## src/rtl/checker_ram_pkg.sv

```systemverilog
// checker_ram_pkg: shared geometry constants and FSM state type for the banked RAM writer.
// No ports; imported by checker_ram_lane_map and checker_ram_writer.
package checker_ram_pkg;
    localparam int CHK_RAM_BANKS  = 8;
    localparam int CHK_RAM_BYTE_W = 8;
    localparam int CHK_RAM_ADR_W  = 15;
    localparam int CHK_RAM_WADR_W = 12;
    localparam int CHK_BEAT_BYTES = 6;
    typedef enum logic [1:0] {ST_IDLE, ST_DATA, ST_DONE} chk_state_t;
endpackage

```

## src/rtl/checker_ram_lane_map.sv

```systemverilog
// checker_ram_lane_map: steers the bytes of one beat onto the 8 byte-wide RAM banks.
// Ports: addr  - byte address of beat byte 0
//        cnt   - number of valid bytes in the beat (0..6)
//        beat  - 6-byte beat, byte 0 in [7:0]
//        we/adr/dat - per-bank write enable, word address and data; unused banks all-zero
module checker_ram_lane_map
    import checker_ram_pkg::*;
(
    input  logic [CHK_RAM_ADR_W-1:0]                         addr,
    input  logic [2:0]                                       cnt,
    input  logic [CHK_BEAT_BYTES*CHK_RAM_BYTE_W-1:0]         beat,
    output logic [CHK_RAM_BANKS-1:0]                         we,
    output logic [CHK_RAM_BANKS-1:0][CHK_RAM_WADR_W-1:0]     adr,
    output logic [CHK_RAM_BANKS-1:0][CHK_RAM_BYTE_W-1:0]     dat
);
    logic [CHK_RAM_BANKS*CHK_RAM_BYTE_W-1:0] beat_x;
    assign beat_x = {{((CHK_RAM_BANKS-CHK_BEAT_BYTES)*CHK_RAM_BYTE_W){1'b0}}, beat};
    // Each bank owns exactly one beat offset k = bank - addr (mod 8); since a beat
    // carries at most 6 bytes, no two bytes ever land in the same bank.
    for (genvar b = 0; b < CHK_RAM_BANKS; b++) begin : g_bank
        logic [2:0]               k;
        logic [CHK_RAM_ADR_W-1:0] a;
        assign k      = 3'(b) - addr[2:0];
        assign a      = addr + CHK_RAM_ADR_W'(k);
        assign we[b]  = k < cnt;
        assign adr[b] = we[b] ? a[CHK_RAM_ADR_W-1:3] : '0;
        assign dat[b] = we[b] ? beat_x[{k, 3'b000} +: CHK_RAM_BYTE_W] : '0;
    end
endmodule

```

## src/rtl/checker_ram_writer.sv

```systemverilog
// checker_ram_writer: writes a byte-addressed command of cmd_len_i bytes, fed as 6-byte beats,
// into 8 byte-wide RAM banks (byte A -> bank A[2:0], word A[14:3]).
// Ports: sys_clk / sys_rst_n (async active-low)
//        cmd_valid_i/cmd_ready_o/cmd_addr_i/cmd_len_i - command handshake
//        dat_valid_i/dat_ready_o/dat_i                - beat handshake
//        done_o                                       - one-cycle completion pulse
//        ram_{adr,dat,we}_{0..7}_o                    - registered per-bank write port
//        wr_sum_o (only with CHECKER_RAM_WRITER_SUM_EN) - XOR of bytes written this command
module checker_ram_writer
    import checker_ram_pkg::*;
#(
    parameter int LEN_W = 16
)
(
`ifdef CHECKER_RAM_WRITER_SUM_EN
    output logic [CHK_RAM_BYTE_W-1:0]                 wr_sum_o,
`endif
    input  logic                                      sys_clk,
    input  logic                                      sys_rst_n,
    input  logic                                      cmd_valid_i,
    output logic                                      cmd_ready_o,
    input  logic [CHK_RAM_ADR_W-1:0]                  cmd_addr_i,
    input  logic [LEN_W-1:0]                          cmd_len_i,
    input  logic                                      dat_valid_i,
    output logic                                      dat_ready_o,
    input  logic [CHK_BEAT_BYTES*CHK_RAM_BYTE_W-1:0]  dat_i,
    output logic                                      done_o,
    output logic [CHK_RAM_WADR_W-1:0]                 ram_adr_0_o,
    output logic [CHK_RAM_WADR_W-1:0]                 ram_adr_1_o,
    output logic [CHK_RAM_WADR_W-1:0]                 ram_adr_2_o,
    output logic [CHK_RAM_WADR_W-1:0]                 ram_adr_3_o,
    output logic [CHK_RAM_WADR_W-1:0]                 ram_adr_4_o,
    output logic [CHK_RAM_WADR_W-1:0]                 ram_adr_5_o,
    output logic [CHK_RAM_WADR_W-1:0]                 ram_adr_6_o,
    output logic [CHK_RAM_WADR_W-1:0]                 ram_adr_7_o,
    output logic [CHK_RAM_BYTE_W-1:0]                 ram_dat_0_o,
    output logic [CHK_RAM_BYTE_W-1:0]                 ram_dat_1_o,
    output logic [CHK_RAM_BYTE_W-1:0]                 ram_dat_2_o,
    output logic [CHK_RAM_BYTE_W-1:0]                 ram_dat_3_o,
    output logic [CHK_RAM_BYTE_W-1:0]                 ram_dat_4_o,
    output logic [CHK_RAM_BYTE_W-1:0]                 ram_dat_5_o,
    output logic [CHK_RAM_BYTE_W-1:0]                 ram_dat_6_o,
    output logic [CHK_RAM_BYTE_W-1:0]                 ram_dat_7_o,
    output logic                                      ram_we_0_o,
    output logic                                      ram_we_1_o,
    output logic                                      ram_we_2_o,
    output logic                                      ram_we_3_o,
    output logic                                      ram_we_4_o,
    output logic                                      ram_we_5_o,
    output logic                                      ram_we_6_o,
    output logic                                      ram_we_7_o
);
    chk_state_t                                      state, state_nx;
    logic [CHK_RAM_ADR_W-1:0]                        addr;
    logic [LEN_W-1:0]                                remaining;
    logic [2:0]                                      cnt;
    logic                                            cmd_acc, beat_acc;
    logic [CHK_RAM_BANKS-1:0]                        lane_we, we_q;
    logic [CHK_RAM_BANKS-1:0][CHK_RAM_WADR_W-1:0]    lane_adr, adr_q;
    logic [CHK_RAM_BANKS-1:0][CHK_RAM_BYTE_W-1:0]    lane_dat, dat_q;

    assign cnt      = (remaining >= LEN_W'(CHK_BEAT_BYTES)) ? 3'(CHK_BEAT_BYTES) : remaining[2:0];
    assign cmd_acc  = cmd_valid_i && state == ST_IDLE;
    assign beat_acc = dat_valid_i && state == ST_DATA;

    checker_ram_lane_map u_lane_map (
        .addr (addr),
        .cnt  (cnt),
        .beat (dat_i),
        .we   (lane_we),
        .adr  (lane_adr),
        .dat  (lane_dat)
    );

    always_comb begin
        cmd_ready_o = state == ST_IDLE;
        dat_ready_o = state == ST_DATA;
        state_nx    = state == ST_IDLE ? (cmd_acc ? (cmd_len_i == '0 ? ST_DONE : ST_DATA) : ST_IDLE) :
                      state == ST_DATA ? ((beat_acc && remaining == LEN_W'(cnt)) ? ST_DONE : ST_DATA) :
                      ST_IDLE;
    end

    // done_o is registered from the DONE state so it trails the final write by one cycle,
    // which is also when the running write checksum has absorbed the last beat.
    always_ff @(posedge sys_clk or negedge sys_rst_n) begin
        if (!sys_rst_n) begin
            state     <= ST_IDLE;
            addr      <= '0;
            remaining <= '0;
            done_o    <= 1'b0;
            we_q      <= '0;
            adr_q     <= '0;
            dat_q     <= '0;
        end else begin
            state  <= state_nx;
            done_o <= state == ST_DONE;
            if (cmd_acc) begin
                addr      <= cmd_addr_i;
                remaining <= cmd_len_i;
            end else if (beat_acc) begin
                addr      <= addr + CHK_RAM_ADR_W'(cnt);
                remaining <= remaining - LEN_W'(cnt);
            end
            we_q  <= beat_acc ? lane_we : '0;
            adr_q <= beat_acc ? lane_adr : '0;
            dat_q <= beat_acc ? lane_dat : '0;
        end
    end

`ifdef CHECKER_RAM_WRITER_SUM_EN
    logic [CHK_RAM_BYTE_W-1:0] lane_xor;
    always_comb begin
        lane_xor = '0;
        for (int i = 0; i < CHK_RAM_BANKS; i++) lane_xor = lane_xor ^ lane_dat[i];
    end
    always_ff @(posedge sys_clk or negedge sys_rst_n) begin
        if (!sys_rst_n) wr_sum_o <= '0;
        else            wr_sum_o <= cmd_acc ? '0 : beat_acc ? wr_sum_o ^ lane_xor : wr_sum_o;
    end
`endif

    assign {ram_we_7_o, ram_we_6_o, ram_we_5_o, ram_we_4_o,
            ram_we_3_o, ram_we_2_o, ram_we_1_o, ram_we_0_o} = we_q;
    assign ram_adr_0_o = adr_q[0];
    assign ram_adr_1_o = adr_q[1];
    assign ram_adr_2_o = adr_q[2];
    assign ram_adr_3_o = adr_q[3];
    assign ram_adr_4_o = adr_q[4];
    assign ram_adr_5_o = adr_q[5];
    assign ram_adr_6_o = adr_q[6];
    assign ram_adr_7_o = adr_q[7];
    assign ram_dat_0_o = dat_q[0];
    assign ram_dat_1_o = dat_q[1];
    assign ram_dat_2_o = dat_q[2];
    assign ram_dat_3_o = dat_q[3];
    assign ram_dat_4_o = dat_q[4];
    assign ram_dat_5_o = dat_q[5];
    assign ram_dat_6_o = dat_q[6];
    assign ram_dat_7_o = dat_q[7];
endmodule

```

## config.mk

```make
export PLATFORM = sky130hd
export DESIGN_NAME = checker_ram_writer
export DESIGN_NICKNAME = d
export VERILOG_FILES = /design/src/rtl/checker_ram_pkg.sv /design/src/rtl/checker_ram_lane_map.sv /design/src/rtl/checker_ram_writer.sv
export SDC_FILE = /design/constraint.sdc
export NUM_CORES = 1
export LEC_CHECK = 0
export ABC_AREA = 0
export BUFFER_PORTS_ARGS = -buffer_cell sky130_fd_sc_hd__buf_2
export CAP_MARGIN = 20
export CORE_ASPECT_RATIO = 2
export CORE_MARGIN = 4
export CORE_UTILIZATION = 36
export DETAILED_ROUTE_END_ITERATION = 10
export GPL_TIMING_DRIVEN = 1
export PLACE_DENSITY = 0.67
export SLEW_MARGIN = 10
export SYNTH_ARGS = -nofsm -noshare
export SYNTH_HDL_FRONTEND = slang
export SYNTH_SLANG_ARGS = --single-unit
```

## constraint.sdc

```tcl
create_clock -name sys_clk -period 6.7 [get_ports sys_clk]
set_clock_uncertainty 0.2 [all_clocks]
set_input_delay 0.67 -clock sys_clk [delete_from_list [all_inputs] [get_ports sys_clk]]
set_output_delay 0.67 -clock sys_clk [all_outputs]
set_load 0.1 [all_outputs]
```

# After elaboration in Yosys (flattened, before gate mapping)
# Index checks and enable logic that the tools add are counted.
# word_totals
reg_bits	202
latch_bits	0
ram_bits	0
romBits	0
input_bits	83
output_inout_bits	171
wordCells	94
memories	0
# classes
n_addsub	18
multipliers	0
div_mod_pow	0
magnitude_cmp	9
n_eq_ne	3
shift	8
muxes	29
bitwise_logic	0
n_reduce_logical	6
# ops
cell	count
$shiftx A64 B7 Y8	8
$add A15 B3 Y15	9
$mux W12	8
$mux W96	1
$mux W8	9
$mux W64	1
$mux W16	2
$mux W15	2
$lt A3 B3 Y1	8
$eq A16 B3 Y1	1
$ge A16 B3 Y1 const B	1
$logic_not A16 Y1	1
$sub A16 B3 Y16	1
$sub A3 B3 Y3 const A	4
$mux W2	5
$sub A1 B3 Y3 const A	2
$sub A2 B3 Y3 const A	2
$logic_and A1 B1 Y1	3
$mux W3	1
$eq A2 B1 Y1 const B	1
$eq A2 B2 Y1 const B	1
$logic_not A2 Y1	1
$reduce_bool A2 Y1	1

# Logic depth before layout (Yosys ltp)
# logic_depth
depth_word	7
ltp_mapped	15
mapped_depth_nobuf	11

# By module
# A second synthesis with hierarchy kept.
# unflattened
hier_cells	1268
area_unflattened_um2	11830.1
# modules_own_cells
mod	n_inst	cells_per_inst	area_per_inst_um2	seq_area_each_um2
checker_ram_writer	1	591	7449.6	5054.8
checker_ram_lane_map	1	677	4380.5	0.0

# Least setup slack after synthesis
# Ideal clock, no wire load.
# synth_timing
kind	reg2reg
start	reg addr[1]
end	reg adr_q (netlist bit ram_adr_4_o[0])
setup_ns	0.132
t_arrival_ns	3.269
required_time_ns	6.368
path_slack_ns	3.099
stages_incl_launch_ff	15
path_cell_list	dfrtp_1 -> buf_2 -> clkinv_1 -> clkbuf_1 -> ha_1 -> inv_1 -> ha_1 -> clkbuf_1 -> clkbuf_1 -> inv_1 -> ha_1 -> o21ai_0 -> nand2_1 -> clkbuf_1 -> nor2_1
# synth_between
elab_chain_cells	4
elab_cells_between_ends	5
# synth_lines
element	line	rtl
start: declaration	checker_ram_writer.sv:54	logic [CHK_RAM_ADR_W-1:0] addr;
start signal: assignment	checker_ram_writer.sv:98	addr <= cmd_addr_i;
start signal: assignment	checker_ram_writer.sv:101	addr <= addr + CHK_RAM_ADR_W'(cnt);
$sub A3 B3 Y3	checker_ram_lane_map.sv:23	assign k = 3'(b) - addr[2:0];
$add A15 B3 Y15 or $lt A3 B3 Y1 (tied branches)	checker_ram_lane_map.sv:24, checker_ram_lane_map.sv:25	
$mux W12 *	checker_ram_lane_map.sv:26	assign adr[b] = we[b] ? a[CHK_RAM_ADR_W-1:3] : '0;
$mux W96 *	checker_ram_writer.sv:105	adr_q <= beat_acc ? lane_adr : '0;
end signal: assignment	checker_ram_writer.sv:105	
end: declaration	checker_ram_writer.sv:59	logic [CHK_RAM_BANKS-1:0][CHK_RAM_WADR_W-1:0] lane_adr, adr_q;
# Every way passes the cells marked *; elsewhere a longest branch is shown, timed or not.
# A chain may end at the register's enable or synchronous reset.

# Worst setup path after layout
# layout_timing
start	reg addr[1]
end	reg adr_q (netlist bit ram_adr_6_o[11])
# The elaborated chain is that of the path after synthesis.

==> flow_summary.toml <==
[synthesis]
ys_seq_area_frac = 0.469
postSynth.asyncResetShare = 1.00
ys_ff_latch = 202
ys_types = 58
synth_ff_type = "dfrtp_1"
syn_inst = 1101
avgSynthCellArea_um2 = 9.78
synth_enable_flop_cells = 0
ys_warn_count = 0
synth_fp_nets = 1217
netlist_area_um2 = 10800

[job]
maxCapViolations = 0

[place]
dp_hpwl_um = 26800
dpl.cell_count = 1643
gp_congestion = 0.862
port_buffers = 253

[final_layout]
final_cell_mix = "buf_2 (252), dfrtp_1 (200), nor2_1 (158)"
instances_no_fill = 1684
final_nets = 1419
area_growth_pct = 21.2
mostFrequentLayoutCell = "buf_2"
drive_above_1_share = 0.267
fillers = 2775

[floorplan]
core_area_um2 = 29500
die_h_um = 253
die_area_um2 = 32900
io_pins = 254
std_cell_rows = 89
initial_core_util = 0.365
chipWidth_um = 130

[setup_path]
cp_max_fo = 45
rrSetupSlack_ps = 2020
worstPathArrival_ps = 4890
critPathLaunchType = "flip-flop"
setup.worst_path.class = "reg -> reg"
cp.required_ps = 6910
crit_path_end_kind = "flip-flop"

[timing]
period_minus_slack_ps = 4680
fin_crit_sh = 0.699
setup_viol = 0
tightest_slew_ps = 1100
maxSlewHeadroom = 0.263
tns_ps = 0
clock.fmax_mhz = 214
hold_viol = 0
slew_viol_final = 0
rsz0062_at_grt = "no"

[clock_tree]
numCtsBuffers = 19
cts_root_buffer = "clkbuf_16"
cts_sinks = 202
clockBufferDepth = 3
cts-resized-gates = 0
postCtsSetupRepairBufs = 0
clk_latency_ps = 510
htreeDepth = 1
cts_tree = "done"
cts.clk_slew.worst_paths_ps = 70

[drt]
vias = 9408
antenna_left = 0
drc_errors = 0
firstDrtPassIters = 7
drt_iter0_markers = 659
wl_per_cell_um = 21.7
drt-total-wl_um = 36500
drt-vias-per-instance = 5.59

[run_status]
status = "finished clean"

[global_routing]
antenna_found_initial = 5
grt_usage = 0.216
grt_pass1_wl_um = 54300
grt_max_degree = 129
grt_overflow = 0
grt_pass1_vias = 9449

[hold_path]
hold_path.class = "in -> reg"
-- synthesized netlist by cell type, types with 19 or more instances --
| cell | instances | area, µm² |
|---|---|---|
| a21oi_1 | 95 | 475 |
| and2_1 | 19 | 119 |
| clkbuf_1 | 74 | 278 |
| dfrtp_1 | 202 | 5050 |
| ha_1 | 32 | 400 |
| inv_1 | 25 | 93.8 |
| mux2i_1 | 29 | 290 |
| mux4_2 | 32 | 721 |
| nand2_1 | 52 | 195 |
| nand3_1 | 28 | 140 |
| nor2_1 | 158 | 593 |
| nor3_1 | 68 | 340 |
| o21ai_0 | 35 | 175 |
| or4_1 | 20 | 150 |
| xnor2_1 | 23 | 201 |
| xor2_1 | 32 | 280 |
-- through the flow --
| step | hold WS [ps] | instance area [µm²] | worst slack [ps] | utilization |
|---|---|---|---|---|
| global route | 173 | 13100 | 1450 | 0.443 |
| global placement | 343 | 12300 | 2200 | 0.416 |
| finish | 165 | 13100 | 2020 | 0.443 |
| CTS | 144 | 13000 | 2020 | 0.440 |
| floorplan | 174 | 10800 | 3100 | - |
| detailed placement | 356 | 12300 | 2030 | 0.416 |
-- repair_timing --
item | in CTS | in global routing
endpoints found under the hold margin | 0 | 37
setup endpoints to repair | 0 | 0
hold buffers | 0 | 1
-- kinds of logic (layout without fill, tap and decap cells) --
logic type	after synthesis	in the layout	share of synthesized area
AOI/OAI and AO/OA	208	208	0.117
and+or+nand+nor	418	418	0.190
buffers and inverters	121	336	0.0437
muxes	63	63	0.0960
DFF	202	202	0.469
other	1	5	0.000348
adders and majority gates	33	33	0.0390
xor gates and xnor gates	55	55	0.0447
-- state kept, by name, indices dropped and copies added, names as in the netlist --
| signal | flops |
|---|---|
| ram_dat_3_o | 8 |
| ram_dat_7_o | 8 |
| ram_dat_5_o | 8 |
| we_q | 8 |
| done_o | 1 |
| ram_dat_4_o | 8 |
| ram_adr_6_o | 12 |
| ram_dat_6_o | 8 |
| remaining | 16 |
| state | 2 |
| ram_adr_3_o | 12 |
| ram_adr_4_o | 12 |
| ram_adr_2_o | 12 |
| ram_adr_1_o | 12 |
| addr | 15 |
| ram_adr_0_o | 12 |
| ram_dat_1_o | 8 |
| ram_dat_0_o | 8 |
| ram_adr_5_o | 12 |
| ram_adr_7_o | 12 |
| ram_dat_2_o | 8 |
-- worst paths after layout --
kind	end	depth (start not counted)	startpoint
setup reg to reg	ram_adr_6_o[11]$_DFF_PN0_	10	addr[1]$_DFFE_PN0P_
hold reg to reg	remaining[15]$_DFFE_PN0P_	1	remaining[14]$_DFFE_PN0P_
max in group asynchronous	ram_adr_6_o[8]$_DFF_PN0_	5	sys_rst_n
setup / recovery	ram_adr_6_o[11]$_DFF_PN0_	10	addr[1]$_DFFE_PN0P_
hold / removal	addr[12]$_DFFE_PN0P_	3	cmd_addr_i[12]
min in group asynchronous	ram_adr_7_o[2]$_DFF_PN0_	2	sys_rst_n
-- worst max-delay path: stages (launching register included) --
cell	delay, ps
dfrtp_2	340
buf_4	450
clkinv_1	680
ha_1	520
buf_4	380
clkinv_1	480
ha_1	420
nor2b_1	130
o21ai_0	140
nand2_1	500
a21oi_1	320
-- routing by layer --
metal | wire length, µm | global-route usage | share of wire | vias to the layer above
met3 | 1780 | 0.0214 | 0.049 | 114
met4 | 2110 | 0.126 | 0.058 | 0
met5 | 0 | 0 | 0 | -
met2 | 20200 | 0.398 | 0.55 | 402
met1 | 12400 | 0.231 | 0.34 | 4579
li1 | - | - | - | 4313
-- final cells by class --
class	instances	area [µm²]	share of cell area
well taps	364	455	0.0349
repair buffers	273	1470	0.112
multi-input cells	778	5250	0.402
flip-flops and latches	202	5060	0.387
clock inverters	12	203	0.0155
diodes	4	10.0	0.000767
clock buffers	22	507	0.0388
inverters	29	109	0.00834
Power is left out: the tool's default activity adds up to more than one toggle a clock period on the data nets, which glitch-free logic cannot reach.
